==> src/rtl/readout_vote_accum.sv <==
// readout_vote_accum
//
// Streaming per-qubit vote accumulator. It sits directly after the final
// LogicNets layer. Each accepted beat carries one shot: one decision bit per
// qubit. Over a batch of SHOTS shots the block counts the ones for each qubit.
// It then presents the counts and a strict-majority decision per qubit on a
// valid/ready output.
//
// Ports:
//   clk           rising-edge clock
//   rst           synchronous, active-high reset (overrides everything)
//   start         one-cycle pulse that opens a batch; honoured only in IDLE
//   in_valid      in_bits holds a shot
//   in_ready      shot accepted this cycle when in_valid is also high (ACCUM)
//   in_bits       NQ decision bits, bit q belongs to qubit q
//   out_valid     batch result available (DONE)
//   out_ready     consumer takes the result
//   out_counts    per-qubit counts, qubit q in bits [q*CW +: CW]
//   out_majority  bit q set when 2*count_q > SHOTS (a tie gives 0)
//   busy          high while a batch is open or its result is pending
module readout_vote_accum #(
  parameter int NQ    = 5,
  parameter int SHOTS = 16,
  parameter int CW    = $clog2(SHOTS + 1)
) (
  input  logic            clk,
  input  logic            rst,
  input  logic            start,
  input  logic            in_valid,
  output logic            in_ready,
  input  logic [NQ-1:0]   in_bits,
  output logic            out_valid,
  input  logic            out_ready,
  output logic [NQ*CW-1:0] out_counts,
  output logic [NQ-1:0]   out_majority,
  output logic            busy
);

  typedef enum logic [1:0] {
    IDLE  = 2'd0,
    ACCUM = 2'd1,
    DONE  = 2'd2
  } state_t;

  // Majority threshold is compared one bit wider than the counts, so that
  // 2*count never wraps.
  localparam logic [CW:0]   SHOTS_W  = (CW + 1)'(SHOTS);
  localparam logic [CW-1:0] LAST_IDX = CW'(SHOTS - 1);

  state_t          state;
  state_t          state_nxt;
  logic [CW-1:0]   shot_cnt;
  logic [CW-1:0]   cnt     [NQ];
  logic [CW-1:0]   cnt_nxt [NQ];
  logic [NQ-1:0]   maj_nxt;
  logic [NQ-1:0]   maj_r;
  logic            accept;
  logic            last_shot;
  logic            clear;

  // Handshake qualifiers. in_ready depends only on state, so accept has no
  // combinational path back to in_valid.
  assign accept    = in_valid && in_ready;
  assign last_shot = accept && (shot_cnt == LAST_IDX);
  assign clear     = (state == IDLE) && start;

  // Next-state and handshake outputs. A start outside IDLE is ignored.
  always_comb begin
    state_nxt = state;
    in_ready  = 1'b0;
    out_valid = 1'b0;
    busy      = 1'b0;
    case (state)
      IDLE: begin
        if (start) state_nxt = ACCUM;
      end
      ACCUM: begin
        in_ready = 1'b1;
        busy     = 1'b1;
        if (last_shot) state_nxt = DONE;
      end
      DONE: begin
        out_valid = 1'b1;
        busy      = 1'b1;
        if (out_ready) state_nxt = IDLE;
      end
      default: state_nxt = IDLE;
    endcase
  end

  // Counts as they would be after accepting the current beat. The majority
  // computed from these is the value latched on the final shot of the batch.
  always_comb begin
    maj_nxt = '0;
    for (int q = 0; q < NQ; q++) begin
      cnt_nxt[q] = cnt[q] + CW'(in_bits[q]);
      maj_nxt[q] = {cnt_nxt[q], 1'b0} > SHOTS_W;
    end
  end

  // State register.
  always_ff @(posedge clk) begin
    if (rst) state <= IDLE;
    else     state <= state_nxt;
  end

  // Counters and the majority register. They are cleared only by reset or by
  // a start that opens a new batch. After DONE they keep the last result
  // through IDLE.
  always_ff @(posedge clk) begin
    if (rst || clear) begin
      shot_cnt <= '0;
      maj_r    <= '0;
      for (int q = 0; q < NQ; q++) cnt[q] <= '0;
    end else if (accept) begin
      shot_cnt <= shot_cnt + CW'(1);
      for (int q = 0; q < NQ; q++) cnt[q] <= cnt_nxt[q];
      if (last_shot) maj_r <= maj_nxt;
    end
  end

  // Flatten the per-qubit counts onto the output bus.
  always_comb begin
    out_counts = '0;
    for (int q = 0; q < NQ; q++) out_counts[q*CW +: CW] = cnt[q];
  end

  assign out_majority = maj_r;

endmodule

==> config.mk <==
export PLATFORM = sky130hd
export DESIGN_NAME = readout_vote_accum
export DESIGN_NICKNAME = d
export VERILOG_FILES = /design/src/rtl/readout_vote_accum.sv
export SDC_FILE = /design/constraint.sdc
export NUM_CORES = 1
export LEC_CHECK = 0
export CORE_MARGIN = 4
export CORE_UTILIZATION = 40
export DETAILED_ROUTE_END_ITERATION = 16
export GPL_ROUTABILITY_DRIVEN = 0
export PLACE_DENSITY = 0.75
export REMOVE_ABC_BUFFERS = 1
export SLEW_MARGIN = 20
export SYNTH_ARGS = -nofsm -noshare
export SYNTH_HDL_FRONTEND = slang
export SYNTH_SLANG_ARGS = --single-unit
==> constraint.sdc <==
create_clock -name clk -period 4.8 [get_ports clk]
set_input_delay 0.48 -clock clk [delete_from_list [all_inputs] [get_ports clk]]
set_output_delay 0.48 -clock clk [all_outputs]
set_load 0.1 [all_outputs]
Word-level counts from Yosys, hierarchy flattened
Memories as Yosys holds them, arrays and structs flattened.
Cells that the tools add are included.

storage, ports and cells
  bits in registers = 12
  latch bits = 0
  memory bits (writable) = 25
  memory bits (read-only) = 0
  input bits = 10
  memories = 1

operators by class
  add/sub/neg operators = 6
  $mul = 0
  divide/modulo/power cells = 0
  magnitude comparators = 5
  equality and inequality tests = 6
  shift operators = 0
  mux-type cells = 17
  bitwise logic cells = 5
  reduce and logical (&&, ||, !) cells = 8

memory list
  memory  depth  width  rd ports  clocked after Yosys merged registers in  wr ports  RTL line  text
  cnt     5      5      5         0                                        5         53        logic [CW-1:0] cnt [NQ];

operator list
  kind                                                           count
  greater-than comparator 6 x 5 -> 1 bit, second input constant  5
  adder 5 x 1 -> 5 bit                                           5
  two-way mux 5 bit                                              5
  two-way mux 1 bit                                              8
  two-way mux 2 bit                                              3
  != test 2 bit, second input constant                           3
  case mux 2 bit (3 select lines)                                1
  adder 5 x 1 -> 5 bit, second input constant                    1
  == test 5 x 4 -> 1 bit, second input constant                  1
  OR 1 bit                                                       5
  logical AND 1 bit                                              3
  AND reduction 3 bit                                            1
  == test 2 x 1 -> 1 bit, second input constant                  1
  == test 2 bit, second input constant                           1
  logical NOT 2 bit                                              1
  AND reduction 2 bit                                            1
  OR reduction 2 bit                                             1
  logical OR 1 bit                                               1

Logic depth before layout (Yosys ltp)
Gate-level depths: netlist of the first run.

  depth in word-level cells = 7
  gate-level depth with buffers = 7
  mapped depth without buffers = 7

Worst setup path after synthesis of the first run
OpenSTA, ideal clock, no wires.

  kind = flip-flop to flip-flop
  start point = register state[1]
  end point = memory cnt[0][0] (netlist name) (enable)
  setup time = 382 ps
  arrival = 2051 ps
  required time = 4418 ps
  path slack = 2367 ps
  cell stages (with the launch flop) = 5
  clock period less this slack = 2433 ps
  cells stage by stage = dfxtp_1 > inv_1 > ha_1 > nand2_1 > nand2_1

RTL lines
  item                    RTL line  text
  start, declared         50        state_t state;
  start signal, assigned  104       else state <= state_nxt;
  end, declared           53

Final worst setup path of the first run
  start point = register state[0]
  end point = output port busy

on the way
  word-level cells in the longest chain between the ends = 3
  elaborated cells on any way between the ends = 4
  classes of those cells = eq/ne: 2; mux: 1; reduce/logical: 1

RTL lines
  item                                                     RTL line  text
  == test 2 bit or == test 2 x 1 -> 1 bit (tied branches)  73        case (state)
  OR reduction 2 bit (no source line) (*)                  --
  two-way mux 1 bit (*)                                    73
  end, declared                                            36        output logic busy

Mark *: on every way between the ends. The rest lies on a longest branch, timed or not.

==> impl_metrics.py, run 1 <==
metrics = {
    "clocking": {
        "clock_latency_ns": 0.29,
        "cts.sink_count": 37,
        "post_cts_buffers": 0,
        "cts_tree": "yes",
        "post_cts_resized": 0,
        "ctsHoldBuffers": 0,
        "clock_tree.buffer_depth": 2,
        "cts.htree.levels": 2,
        "cts_made_buffers": 5,
        "cts-root-buf": "clkbuf_8",
        "clk_pin_slew_ns": 0.07,
    },
    "timing": {
        "layout_min_cycle_time_ns": 2.64,
        "worst-slew-pin-transition_ns": 1.03,
        "fmax_mhz": 379,
        "rsz0062_at_grt": "false",
        "timing.final.ws_setup_ns": 2.16,
        "clock_skew_ns": 0.00248,
        "max_slew_margin_pct": 31.0,
        "holdWs_ns": 0.498,
        "finalCritPeriodShare_pct": 55.0,
        "tns_ns": 0,
        "hold_viol_final": 0,
        "setup_viol": 0,
        "finalMaxSlewViolations": 0,
    },
    "synth": {
        "yosys-top-cells-area": "edfxtp_1 41%, dfxtp_1 13%, ha_1 12%, and3_1 5.5%, xor2_1 5.3%",
        "yosys_register_bits": 37,
        "synthTopCellsByCount": "25 x edfxtp_1, 17 x ha_1, 16 x and3_1",
        "ys_warn_count": 0,
        "synthMuxAreaShare_pct": 1.10,
        "synth_area_sq_um": 1820,
        "synth_edf_count": 25,
        "syn-instance-count": 159,
        "synth_flop_cell": "edfxtp_1",
        "synthAdderAreaFrac_pct": 11.7,
        "synth_area_leader_cell": "edfxtp_1",
        "syn_area_per_cell_sq_um": 11.5,
        "synth-xor-area-share_pct": 8.65,
        "netlist-cell-type-count": 22,
        "async_flop_share_pct": 0,
        "synth_top_family_by_area": "simple AND/OR/NAND/NOR gates",
        "yosysMostFrequentCell": "edfxtp_1",
        "synth_top_area_share_pct": 41.2,
        "synth_seq_area_share_pct": 54.4,
        "yosys.area_share.simple_pct": 15.4,
        "synth_compound_area_share_pct": 6.73,
    },
    "layout": {
        "stdcell_area_sq_um": 2380,
        "final_cells": 257,
        "diodes": 0,
        "nNetsFinal": 231,
        "area_delta_synth_final_pct": 30.3,
        "drive_above_1_share_pct": 3.41,
        "fin_util_pct": 54.2,
    },
    "place": {
        "io_buffers": 42,
        "placed_area_sq_um": 2300,
        "dp_slack_ns": 2.32,
        "dp.cells": 249,
        "hpwlAfterDp_um": 2580,
    },
    "power": {
        "p_per_area_nw_per_um2": 630,
        "p_total_mw": 1.50,
        "ir_drop_mv": 0.459,
        "p_leak_nw": 0.984,
    },
    "floorplan": {
        "ios": 43,
        "core_area_sq_um": 4380,
        "die_area_sq_um": 5700,
        "initial_utilization_pct": 41.6,
        "die_height_um": 75.5,
        "rows": 24,
        "die_x_um": 75.5,
    },
    "global_route": {
        "grt_overflow": 0,
        "grt_max_degree": 26,
        "grt_pass1_wl_um": 6020,
        "antenna_found_initial": 0,
        "grt_pass1_vias": 1298,
        "grt_use_total_pct": 14.4,
    },
    "setup_path": {
        "arrival_ns": 2.16,
        "max_stage_delay_ns": 1.12,
        "criticalPathCategory": "reg -> out",
        "cp.required_ns": 4.32,
        "reg2reg_depth": 5,
        "path_max_fanout": 4,
        "crit_path_end_kind": "output pin",
        "cp-start-kind": "flip-flop",
        "slowest_stage": "clkdlybuf4s50_1",
        "path_cells": "inv_1 -> ha_1 -> clkdlybuf4s50_1",
    },
    "drt": {
        "wl_um": 3640,
        "drtIter0Drc": 114,
        "routed_via_density": 5.28,
        "vias": 1357,
        "antenna_left": 0,
        "drc_errors": 0,
        "wire_per_inst_um": 14.1,
        "firstDrtPassIters": 4,
    },
    "worst_hold_path": {
        "hold_path.class": "reg -> reg",
        "hold_depth": 2,
    },
    "flow_run": {
        "max_cap_viol_count": 0,
    },
    "run_status": {
        "status": "finished, final reports clean",
    },
}
## cell families after synthesis
| kind of cell | count (synthesis) |
|---|---|
| xor gates and xnor gates | 18 |
| muxes | 2 |
| adders and majority gates | 17 |
| DFF | 37 |
| and+or+nand+nor | 56 |
| buffers and inverters | 10 |
| AOI/OAI and AO/OA | 19 |
## path summary, 6_finish.rpt
path / startpoint / end / slack [ns]
min: shot_cnt[1] / shot_cnt[1] / 0.50
min reg2reg: shot_cnt[1] / shot_cnt[1] / 0.50
max: state[0] / busy / 2.16
max reg2reg: state[0] / cnt[0][4] / 2.59
## flip-flops by register name (all words and copies together) (netlist names)
name / flops
shot_cnt: 5
cnt: 25
out_majority: 5
state: 2
## layout by cell type (no fill, tap or decap), drive strengths merged
master and instances:
clkdlybuf4s50 42, edfxtp 25, ha 17, and3 16, nor2 14, dfxtp 12, xor2 11, nand3 10
nand2 9, xnor2 7, clkbuf 7, and2 6, inv 5, o21ai 5, a31oi 5, o31ai 4
a21oi 2, mux2i 2, a222oi 1, a21o 1, nand4 1, a211oi 1, clkinv 1, buf 1
## worst max-delay path, delay by kind of cell, from the launching register on
kind	cells	cell delay, ns
adders and majority gates	1	0.28
buffers and inverters	2	1.21
DFF	1	0.37
## final cells by class
cell class / count / area [sq um]
inverter: 5 / 18.8
timing repair buffer: 43 / 428
clock inverter: 1 / 3.75
fill: 384 / 2010
clock buffer: 7 / 76.3
multi-input combinational: 112 / 793
sequential: 37 / 991
tap: 52 / 65.1
## routing by layer
metal  global-route usage [%]  share of wire (%)
met1                     19.2                 46
met4                     6.99                2.1
met5                        0                  0
met2                     21.6                 47
met3                     4.22                5.4
## where the power goes
part	total [mW]	internal (mW)	switching, mW
Sequential	0.471	0.420	0.0505
Clock	0.207	0.101	0.106
Combinational	0.821	0.187	0.633
Total	1.50	0.709	0.789
Power figures use the tool's default switching activity.
==> run 2, diff against run 1 <==
- clock period: 4.8 -> 2.6 ns (I/O delays scaled with it)
==> impl_metrics.py, run 2 (synthesis gave the netlist of run 1 again) <==
metrics = {
    "run_status": {
        "status": "finished, final reports clean",
    },
    "timing": {
        "timing.final.ws_setup_ns": 0.737,
        "finalMaxSlewViolations": 0,
        "hold_viol_final": 0,
        "layout_min_cycle_time_ns": 1.86,
        "worst-slew-pin-transition_ns": 0.661,
        "fmax_mhz": 537,
        "holdWs_ns": 0.478,
        "max_slew_margin_pct": 55.9,
        "rsz0062_at_grt": "false",
        "tns_ns": 0,
        "setup_viol": 0,
        "clock_skew_ns": 0.00700,
        "finalCritPeriodShare_pct": 71.7,
    },
    "worst_hold_path": {
        "hold_path.class": "reg -> reg",
    },
    "setup_path": {
        "cp.required_ns": 2.74,
        "startpoint": "state[1]",
        "arrival_ns": 2.01,
        "reg2reg_depth": 5,
        "crit_buf_inv": 1,
        "slowest_stage": "and2_1",
        "cp_num_cells": 5,
        "crit_path_end_kind": "flip-flop",
        "max_stage_delay_ns": 0.58,
        "path_max_fanout": 21,
        "r2r_slack_ns": 0.74,
        "criticalPathCategory": "reg -> reg",
        "r2r-end": "cnt[0][2]",
        "cp-endpoint": "cnt[0][2]",
        "path_cells": "inv_1 -> ha_1 -> and2_1 -> nand2_1 -> nor2_1",
        "cpLargestDelayFamily": "simple AND/OR/NAND/NOR gates",
        "timing.rr.start": "state[1]",
        "cp-start-kind": "flip-flop",
    },
    "layout": {
        "area_delta_synth_final_pct": 26.2,
        "nNetsFinal": 232,
        "largest-register": "cnt",
        "final_cells": 258,
        "final_cell_mix": "35 x buf_4, 25 x edfxtp_1, 17 x ha_1",
        "largest_register_ffs": 25,
        "diodes": 0,
        "drive_above_1_share_pct": 19.9,
        "final_common_cell": "buf_4",
        "stdcell_area_sq_um": 2300,
        "fillers": 401,
        "fin_util_pct": 52.5,
    },
    "flow_run": {
        "max_cap_viol_count": 0,
    },
    "place": {
        "io_buffers": 42,
        "placed_area_sq_um": 2220,
        "hpwlAfterDp_um": 2630,
        "dp_slack_ns": 0.669,
        "dp.cells": 250,
    },
    "clocking": {
        "post_cts_resized": 0,
        "cts.sink_count": 37,
        "cts.htree.levels": 2,
        "cts-root-buf": "clkbuf_8",
        "clock_tree.buffer_depth": 2,
        "clk_pin_slew_ns": 0.07,
        "clock_latency_ns": 0.28,
        "post_cts_buffers": 0,
        "cts_tree": "yes",
        "cts_made_buffers": 5,
        "ctsHoldBuffers": 0,
    },
    "power": {
        "p_leak_nw": 1.04,
        "ir_drop_mv": 1.30,
        "p_per_area_nw_per_um2": 1180,
        "p_total_mw": 2.72,
    },
    "floorplan": {
        "ios": 43,
        "die_x_um": 75.5,
        "die_height_um": 75.5,
        "rows": 24,
        "die_area_sq_um": 5700,
        "initial_utilization_pct": 41.6,
        "core_area_sq_um": 4380,
    },
    "global_route": {
        "grt_pass1_vias": 1257,
        "grt_max_degree": 26,
        "grt_overflow": 0,
        "antenna_found_initial": 0,
        "grt_pass1_wl_um": 5590,
        "grt_use_total_pct": 13.1,
    },
    "drt": {
        "drc_errors": 0,
        "wl_um": 3530,
        "drtIter0Drc": 58,
        "antenna_left": 0,
        "firstDrtPassIters": 4,
        "routed_via_density": 5.11,
        "wire_per_inst_um": 13.7,
        "vias": 1319,
    },
}
[run 2: cell types whose count changed in the layout (fill, tap and decap cells not counted), sizes merged]
cell           change
buf               +34
clkdlybuf4s50     -33
[run 2: final cells by class]
| class | instances | area [sq um] | share of cell area (%) |
|---|---|---|---|
| sequential | 37 | 991 | 43.1 |
| inverter | 5 | 18.8 | 0.816 |
| timing repair buffer | 44 | 353 | 15.3 |
| clock buffer | 7 | 76.3 | 3.32 |
| multi-input combinational | 112 | 793 | 34.5 |
| clock inverter | 1 | 3.75 | 0.163 |
| tap | 52 | 65.1 | 2.83 |
[run 2: tightest hold or removal path, stage by stage (launching register included)]
cell and delay [ns]:
dfxtp_1 0.33, nand2_1 0.06, a21oi_1 0.05
[run 2: worst min-delay path by stage]
stage	slack [ns]	start	endpoint	depth (start not counted)
global route	0.50	shot_cnt[1]	shot_cnt[1]	2
global placement	0.47	shot_cnt[1]	shot_cnt[1]	2
CTS	0.48	shot_cnt[1]	shot_cnt[1]	2
floorplan	0.33	rst	state[0]	1
finish	0.48	shot_cnt[1]	shot_cnt[1]	2
detailed placement	0.47	shot_cnt[1]	shot_cnt[1]	2
[run 2: routing by layer]
layer / wire, um / global-route usage (%)
met5: 0 / 0
met3: 211 / 3.43
met2: 1710 / 22.7
met4: 55 / 5.24
met1: 1550 / 15.5
[run 2: power breakdown]
group          leakage (nW)  internal, mW  switching (mW)
logic                 0.630         0.309            1.16
registers             0.372         0.773          0.0978
clock network        0.0399         0.186           0.187
==> run 3, diff against run 2 <==
- PLACE_DENSITY: 0.75 -> 0.78
- clock period: 2.6 -> 1.5 ns (I/O delays scaled with it)
==> impl_metrics.py, run 3 (synthesis gave the netlist of run 1 again) <==
metrics = {
    "run_status": {
        "status": "complete, but fails checks",
        "violations": "negative setup slack",
    },
    "setup_path": {
        "crit_buf_inv": 1,
        "path_max_fanout": 2,
        "reg2reg_depth": 8,
        "criticalPathCategory": "reg -> reg",
        "timing.rr.start": "shot_cnt[0]",
        "max_stage_delay_ns": 0.36,
        "cp_common_cell": "ha_4",
        "slowest_stage": "dfxtp_2",
        "r2r_slack_ns": -0.09,
        "cp-start-kind": "flip-flop",
        "arrival_ns": 1.77,
        "cp.required_ns": 1.68,
        "r2r-end": "state[0]",
        "crit_path_end_kind": "flip-flop",
        "cp_num_cells": 8,
        "path_cells": "ha_4 -> and3_4 -> ha_4 -> nand2_2 -> a222oi_1 -> buf_4 -> mux2i_1 -> nor2_1",
        "cpLargestDelayFamily": "flip-flops",
    },
    "layout": {
        "largest_register_ffs": 25,
        "drive_above_1_share_pct": 35.5,
        "final_cells": 280,
        "final_common_cell": "buf_12",
        "fillers": 306,
        "fin_util_pct": 67.6,
        "nNetsFinal": 254,
        "diodes": 0,
        "final_cell_mix": "33 x buf_12, 25 x edfxtp_1, 24 x buf_4",
        "largest-register": "cnt",
        "area_delta_synth_final_pct": 62.6,
    },
    "global_route": {
        "use_met3_pct": 4.35,
        "antenna_found_initial": 0,
        "met2_usage_pct": 26.7,
        "busiest_layer": "met2",
        "grt_overflow": 0,
        "grt_use_total_pct": 15.6,
        "grt_max_degree": 15,
        "globalRouteMet1Util_pct": 18.5,
        "grt_pass1_vias": 1463,
        "grt_pass1_wl_um": 6520,
    },
    "floorplan": {
        "die_area_sq_um": 5700,
        "core_area_sq_um": 4380,
        "initial_utilization_pct": 41.6,
        "rows": 24,
        "ios": 43,
        "die_x_um": 75.5,
        "die_height_um": 75.5,
    },
    "timing": {
        "finalMaxSlewViolations": 0,
        "clock_skew_ns": 0.00598,
        "holdWs_ns": 0.492,
        "setup_viol": 3,
        "hold_viol_final": 0,
        "tns_ns": -0.201,
        "fmax_mhz": 628,
        "rsz0062_at_grt": "true",
        "layout_min_cycle_time_ns": 1.59,
        "finalCritPeriodShare_pct": 106,
        "timing.final.ws_setup_ns": -0.0927,
        "max_slew_margin_pct": 82.0,
        "worst-slew-pin-transition_ns": 0.270,
    },
    "worst_hold_path": {
        "hold_path.class": "in -> reg",
        "hold_depth": 2,
        "holdPathEnd": "state[1]",
        "min_from": "rst",
    },
    "drt": {
        "routed_via_density": 5.21,
        "antenna_left": 0,
        "wl_um": 4200,
        "drc_errors": 0,
        "drtIter0Drc": 69,
        "firstDrtPassIters": 4,
        "wire_per_inst_um": 15.0,
        "vias": 1460,
    },
    "place": {
        "hpwlAfterDp_um": 3010,
        "io_buffers": 42,
        "dp.cells": 270,
    },
    "clocking": {
        "cts_made_buffers": 5,
        "cts.htree.levels": 2,
        "cts_tree": "yes",
        "cts-root-buf": "clkbuf_8",
        "clk_pin_slew_ns": 0.07,
        "clock_latency_ns": 0.29,
        "clock_tree.buffer_depth": 2,
        "cts.sink_count": 37,
    },
    "flow_run": {
        "max_cap_viol_count": 0,
    },
    "power": {
        "p_total_mw": 5.66,
        "p_leak_nw": 1.27,
        "ir_drop_mv": 2.19,
        "p_per_area_nw_per_um2": 1910,
    },
}
-- run 3: cell type report --
class                      instances  area [sq um]  area share, %
clock buffer                       8          80.1           2.70
inverter                           5          18.8          0.633
multi-input combinational        112           875           29.5
sequential                        37           995           33.6
tap                               52          65.1           2.20
timing repair buffer              66           931           31.4
-- run 3: worst max-delay path by stage --
stage / from / end / slack (ns)
global placement: shot_cnt[0] / state[1] / -0.13
floorplan: state[1] / cnt[0][0] / -0.93
CTS: shot_cnt[1] / state[1] / -0.12
finish: shot_cnt[0] / state[0] / -0.09
detailed placement: in_bits[0] / cnt[0][4] / -0.15
global route: shot_cnt[0] / state[1] / -0.19
-- run 3: per-stage QoR --
stage | instance area (sq um) | setup WS (ns)
after floorplan | 1800 | -0.933
after global placement | 2780 | -0.128
after detailed placement | 2780 | -0.154
after CTS | 2910 | -0.123
after global routing | 2960 | -0.194
final | 2960 | -0.0927
-- run 3: per-layer routing --
metal,share of wire (%),wire length (um)
met1,42,1760
met2,50,2110
met3,6.2,259
met4,1.8,76
met5,0,0
-- run 3: what timing repair did --
action,in CTS,in global routing
hold buffers,0,0
gates resized for setup,11,10
endpoints found under the setup margin,46,60
buffers inserted,0,2
pin swaps,3,5
-- run 3: where the power goes --
part,total (mW),internal (mW),switching (mW)
Sequential,1.60,1.35,0.250
Combinational,3.41,1.26,2.15
Clock,0.653,0.330,0.323
